===== src/rtl/seg_scan_pkg.sv =====
// Shared types and constants for the seven-segment scan controller.
// Optional feature macro: SEG_SCAN_LZ_BLANK_EN (leading-zero blanking).
package seg_scan_pkg;

    typedef enum logic [1:0] {
        SHOW_A = 2'd0,
        PEND_B = 2'd1,
        SHOW_B = 2'd2
    } scan_state_t;

    localparam int         NUM_DIGITS = 4;
    localparam logic [3:0] AN_OFF     = 4'b1111;
    localparam logic       DP_OFF     = 1'b1;

    // Pick nibble 'idx' out of a packed four-digit value (digit 0 = [3:0]).
    function automatic logic [3:0] nibble_sel(input logic [15:0] v, input logic [1:0] idx);
        logic [3:0] n;
        case (idx)
            2'd0:    n = v[3:0];
            2'd1:    n = v[7:4];
            2'd2:    n = v[11:8];
            default: n = v[15:12];
        endcase
        return n;
    endfunction

    // Mask of digits that count as leading zeros: zero nibble, no non-zero
    // digit above it, and no decimal point of its own. Digit 0 is never masked.
    function automatic logic [3:0] lz_mask(input logic [15:0] v, input logic [3:0] dpb);
        logic [3:0] m;
        logic       higher_nz;
        m         = 4'b0000;
        higher_nz = 1'b0;
        for (int i = NUM_DIGITS - 1; i >= 1; i--) begin
            if (v[i*4 +: 4] != 4'h0) begin
                higher_nz = 1'b1;
            end else if (!higher_nz && !dpb[i]) begin
                m[i] = 1'b1;
            end
        end
        return m;
    endfunction

endpackage


===== src/rtl/seg_slot_timer.sv =====
// Slot timer for the display scan: per-slot cycle counter, digit index and
// a strobe marking the last cycle of a complete four-digit frame.
module seg_slot_timer
    import seg_scan_pkg::*;
#(
    parameter int DIGIT_CYCLES = 1024,
    parameter int CW           = $clog2(DIGIT_CYCLES)
) (
    input  logic          CLK,
    input  logic          RST,
    output logic [CW-1:0] slot_cnt,
    output logic [1:0]    digit_idx,
    output logic          frame_end
);

    localparam logic [CW-1:0] SLOT_LAST = CW'(DIGIT_CYCLES - 1);

    logic slot_wrap;

    assign slot_wrap = (slot_cnt == SLOT_LAST);
    assign frame_end = slot_wrap && (digit_idx == 2'(NUM_DIGITS - 1));

    // Count cycles within a slot and step to the next digit when the slot wraps.
    always_ff @(posedge CLK) begin
        if (RST) begin
            slot_cnt  <= '0;
            digit_idx <= 2'd0;
        end else if (slot_wrap) begin
            slot_cnt  <= '0;
            digit_idx <= digit_idx + 2'd1;
        end else begin
            slot_cnt  <= slot_cnt + CW'(1);
        end
    end

endmodule


===== src/rtl/seg_scan_ctrl.sv =====
// Display scan scheduler: shares a 4-digit active-low seven-segment display
// between live channel A and a latched channel B message, switching owner
// only at frame boundaries. Each slot opens with a blanking interval.
// Optional feature macro: SEG_SCAN_LZ_BLANK_EN (leading-zero blanking).
module seg_scan_ctrl
    import seg_scan_pkg::*;
#(
    parameter int DIGIT_CYCLES = 1024,
    parameter int BLANK_CYCLES = 64,
    parameter int HOLD_FRAMES  = 200
) (
    input  logic        CLK,
    input  logic        RST,
    input  logic [15:0] a_val,
    input  logic [3:0]  a_dp,
    input  logic        b_req,
    input  logic [15:0] b_val,
    input  logic [3:0]  b_dp,
    output logic        b_ack,
    output logic [3:0]  digit,
    output logic        dp,
    output logic [3:0]  AN,
    output logic        owner
);

    localparam int            CW         = $clog2(DIGIT_CYCLES);
    localparam int            FW         = $clog2(HOLD_FRAMES + 1);
    localparam logic [CW-1:0] BLANK_END  = CW'(BLANK_CYCLES);
    localparam logic [FW-1:0] LAST_FRAME = FW'(HOLD_FRAMES - 1);

    logic [CW-1:0] slot_cnt;
    logic [1:0]    digit_idx;
    logic          frame_end;

    scan_state_t   state, state_next;
    logic          owner_next;
    logic          ack_next;
    logic          latch_en;
    logic [FW-1:0] frame_cnt, frame_cnt_next;
    logic [15:0]   b_val_q;
    logic [3:0]    b_dp_q;
    logic          rst_q;

    logic [15:0]   src_val;
    logic [3:0]    src_dp;
    logic [3:0]    nib;
    logic          lz_blank;
    logic [3:0]    an_next;
    logic          dp_next;

    seg_slot_timer #(
        .DIGIT_CYCLES (DIGIT_CYCLES),
        .CW           (CW)
    ) u_timer (
        .CLK       (CLK),
        .RST       (RST),
        .slot_cnt  (slot_cnt),
        .digit_idx (digit_idx),
        .frame_end (frame_end)
    );

    // Remember that the previous edge was in reset so a request held across
    // reset release is not acknowledged on the release cycle.
    always_ff @(posedge CLK) begin
        rst_q <= RST;
    end

    // Ownership FSM: accept a B request, wait for a frame boundary, hold B for
    // a fixed number of frames, then hand the display back to A.
    always_comb begin
        state_next     = state;
        owner_next     = owner;
        ack_next       = 1'b0;
        latch_en       = 1'b0;
        frame_cnt_next = frame_cnt;
        case (state)
            SHOW_A: begin
                if (b_req && !rst_q) begin
                    ack_next   = 1'b1;
                    latch_en   = 1'b1;
                    state_next = PEND_B;
                end
            end
            PEND_B: begin
                if (frame_end) begin
                    owner_next     = 1'b1;
                    frame_cnt_next = '0;
                    state_next     = SHOW_B;
                end
            end
            SHOW_B: begin
                if (frame_end) begin
                    if (frame_cnt == LAST_FRAME) begin
                        owner_next = 1'b0;
                        state_next = SHOW_A;
                    end else begin
                        frame_cnt_next = frame_cnt + FW'(1);
                    end
                end
            end
            default: begin
                state_next = SHOW_A;
                owner_next = 1'b0;
            end
        endcase
    end

    // FSM state register together with the registered owner, ack and frame count.
    always_ff @(posedge CLK) begin
        if (RST) begin
            state     <= SHOW_A;
            owner     <= 1'b0;
            b_ack     <= 1'b0;
            frame_cnt <= '0;
        end else begin
            state     <= state_next;
            owner     <= owner_next;
            b_ack     <= ack_next;
            frame_cnt <= frame_cnt_next;
        end
    end

    // Capture the channel B message on the edge that raises b_ack; reset discards it.
    always_ff @(posedge CLK) begin
        if (RST) begin
            b_val_q <= 16'h0000;
            b_dp_q  <= 4'h0;
        end else if (latch_en) begin
            b_val_q <= b_val;
            b_dp_q  <= b_dp;
        end
    end

    // Select the owner's source and build next anode/dp values for this slot position.
    always_comb begin
        src_val = owner ? b_val_q : a_val;
        src_dp  = owner ? b_dp_q  : a_dp;
        nib     = nibble_sel(src_val, digit_idx);
`ifdef SEG_SCAN_LZ_BLANK_EN
        lz_blank = lz_mask(src_val, src_dp) [digit_idx];
`else
        lz_blank = 1'b0;
`endif
        an_next = AN_OFF;
        dp_next = DP_OFF;
        if ((slot_cnt >= BLANK_END) && !lz_blank) begin
            an_next = ~(4'b0001 << digit_idx);
            dp_next = ~src_dp[digit_idx];
        end
    end

    // Register the display drive so outputs lag the counter by one cycle.
    always_ff @(posedge CLK) begin
        if (RST) begin
            AN    <= AN_OFF;
            dp    <= DP_OFF;
            digit <= 4'h0;
        end else begin
            AN    <= an_next;
            dp    <= dp_next;
            digit <= nib;
        end
    end

endmodule


===== config.mk =====
export PLATFORM = sky130hd
export DESIGN_NAME = seg_scan_ctrl
export DESIGN_NICKNAME = d
export VERILOG_FILES = /design/src/rtl/seg_scan_pkg.sv /design/src/rtl/seg_slot_timer.sv /design/src/rtl/seg_scan_ctrl.sv
export SDC_FILE = /design/constraint.sdc
export NUM_CORES = 1
export LEC_CHECK = 0
export ABC_AREA = 1
export CAP_MARGIN = 15
export CORE_MARGIN = 2
export CORE_UTILIZATION = 46
export DETAILED_ROUTE_END_ITERATION = 7
export PLACE_DENSITY = 0.76
export SLEW_MARGIN = 20
export SYNTH_ARGS = -nofsm -noshare
export SYNTH_HDL_FRONTEND = slang
export SYNTH_SLANG_ARGS = --single-unit

===== constraint.sdc =====
create_clock -name CLK -period 1.5 [get_ports CLK]
set_input_delay 0.375 -clock CLK [delete_from_list [all_inputs] [get_ports CLK]]
set_output_delay 0.375 -clock CLK [all_outputs]
set_load 0.01 [all_outputs]

==> results.cfg <==
[global_route]
grt_pass1_vias = 2300
grt_pass1_wl_mm = 10.2
grt_max_degree = 28
antenna_found_initial = 0
grt-ovfl-total = 0
grt_usage_pct = 20.6

[power_and_ir_drop]
p_total_uw = 2840
leakagePower_uw = 0.00143
pwr_density_cell_nw_per_um2 = 799
ir_worst_vdd_mv = 0.574

[setup_path]
r2r_cells = 8
crit_path_max_incr_delay_ns = 0.36
crit_slowest_cell = dfxtp_2
worstPathCellList = ha_4 -> nand2_4 -> nor2_4 -> nand3_4 -> nor2_8 -> nand2_4 -> o21ai_2 -> nor2_1
crit_type = flop to flop
r2r_start = u_timer.slot_cnt[0]
endpoint_kind = flop
reg2reg_slack_ns = 0.04
rr_endpoint = frame_cnt[0]
critPathLaunchType = flop
required_ns = 1.71
arrival_ns = 1.67
cp_top_family = simple AND/OR/NAND/NOR gates
cp_max_fo = 8
path_common_cell = nand2_4
critPathBufInv = 0

[timing]
fin_crit_sh_pct = 97.4
maxSlewViolCount = 0
relSlewSlack_pct = 74.5
fin_crit_ns = 1.46
setup_violations = 0
fmax_mhz = 684
rsz0062_at_grt = yes
fin_setup_tns_ns = 0
final.setup_skew_ns = 0.00377
worst_pin_slew_ns = 0.382
fin_ws_ns = 0.0390
hold_viol_final = 0

[place]
place_ws_ns = -0.102
place_hpwl_mm = 4.50
routabilityCongestion = 0.894
io_buffers = 53

[min_path]
holdPathEnd = b_val_q[10]
worstHoldStart = b_val_q[10]
hold_path_class = flop to flop
hold_depth = 2

[yosys]
synthCells = 349
synthTopCellsByArea = dfxtp_1, nor2_1, nand2_1
syn_area_um2 = 2570
synth_top_area_cell = dfxtp_1
avgSynthCellArea_um2 = 7.36
ys_seq_elements = 54
synth_top_area_share_pct = 42.1
synthesis.yosys.warnings = 0
syn-num-nets = 400
yosysSeqAreaShare_pct = 42.1
synth_cell_types = 32

[floorplanning]
die-area_um2 = 6200
ios = 54
core-area_um2 = 5440
die_h_um = 78.7
die_w_um = 78.7
start_util_pct = 47.2
rows = 27

[layout]
area_growth_pct = 38.3
drive_above_1_share_pct = 14.9
antenna_cells = 0
final_nets = 473

[routing]
vias = 2562
post_drt_wl_per_cell_um = 12.6
via_per_inst = 5.19
routed_wl_mm = 6.22
antenna_left = 0
dr.first_iter.drc_count = 119
drt_pass1_iterations = 4
drc_errors = 0

[cts]
clk_path_buf_depth = 2
clock_latency_ns = 0.30
cts.sinks = 54
cts_root_buffer = clkbuf_8
htreeDepth = 2
cts_tree = yes
clk_pin_slew_worst_paths_ns = 0.09
cts_buffers = 5
ctsHoldBuffers = 0

[run]
cap_violations = 0

[run_status]
status = complete, no violations
## worst max-delay path by stage
stage	cells after the start	slack, ns	startpoint	endpoint
after floorplan	8	0.10	u_timer.slot_cnt[0]	frame_cnt[0]
after global placement	7	-0.06	b_req	b_dp_q[0]
after detailed placement	7	-0.10	b_req	b_val_q[10]
after CTS	6	0.0006	u_timer.digit_idx[1]	digit[3]
after global routing	8	-0.07	u_timer.slot_cnt[0]	frame_cnt[0]
final	8	0.04	u_timer.slot_cnt[0]	frame_cnt[0]
## logic make-up (layout without fill, tap and decap cells)
group	count (synthesis)	count (layout)	synth area share [%]
DFF	54	54	42.1
adders and majority gates	8	8	3.90
AOI/OAI and AO/OA	81	81	17.7
and+or+nand+nor	158	158	28.7
xor gates and xnor gates	1	1	0.341
buffers and inverters	47	120	7.26
## synthesized netlist by cell type, drive strengths merged
master,n
clkbuf,5
o21ai,33
nand2,59
a211oi,1
nor3,1
inv,37
xor2,1
a41oi,1
nand3,20
o21bai,3
nor2,69
o221ai,5
a311oi,1
ha,8
a21oi,34
o21a,2
dfxtp,54
nor3b,3
nand4,6
buf,5
a31oi,1
## registers in the layout, summed over array words and instances (netlist names)
signal             cells
b_dp_q                 4
owner                  1
digit                  4
AN                     4
b_ack                  1
u_timer.digit_idx      2
b_val_q               16
state                  2
frame_cnt              8
u_timer.slot_cnt      10
rst_q                  1
dp                     1
## power breakdown
part / total [uW] / internal [uW] / switching (uW)
Sequential: 1520 / 1490 / 28.4
Clock: 1000 / 535 / 466
Combinational: 320 / 184 / 136
Total: 2840 / 2210 / 630
## layout make-up
class,count,area (um2)
clock buffers,6,82.6
inverters,37,139
clock inverters,1,30.0
fillers,484,1890
well taps,72,90.1
repair buffers,76,718
flip-flops and latches,54,1090
multi-input cells,248,1400
## stage by stage
step                cell area (um2)  util (%)  hold WS, ns  std cells
floorplan                      2570         -        0.403        349
detailed placement             3320      61.1        0.457        485
global placement               3320      61.1        0.450        485
CTS                            3430      63.0        0.471        492
global route                   3550      65.3        0.489        494
finish                         3550      65.3        0.470        494
## worst reg2reg max path, stage by stage, from the launching register on
cell and delay [ns]:
dfxtp_2 0.36, ha_4 0.15, nand2_4 0.06, nor2_4 0.19
nand3_4 0.12, nor2_8 0.20, nand2_4 0.11, o21ai_2 0.14
nor2_1 0.04
## layout by cell type (no fill, tap or decap), drive strengths merged
cell / instances
a211oi: 1
inv: 37
dlygate4sd2: 11
nand2: 59
a21oi: 34
a41oi: 1
buf: 23
ha: 8
o221ai: 5
clkbuf: 6
clkdlybuf4s50: 42
dfxtp: 54
o21a: 2
nor2: 69
nor3: 1
a311oi: 1
nand4: 6
o21bai: 3
nor3b: 3
a31oi: 1
o21ai: 33
bufinv: 1
xor2: 1
nand3: 20
## metal layers
metal / wire [um] / up-vias / GRT usage (%)
li1: - / 1293 / -
met1: 2790 / 1177 / 26.8
met2: 2970 / 77 / 34.3
met3: 347 / 15 / 3.86
met4: 113 / 0 / 7.19
met5: 0 / - / 0
## repair_timing
action / in CTS / in global routing
setup buffers: 0 / 2
pin swaps: 0 / 7
setup endpoints to repair: 13 / 13
resized for setup: 14 / 26
No activity file was read; power rests on OpenSTA's default activity.
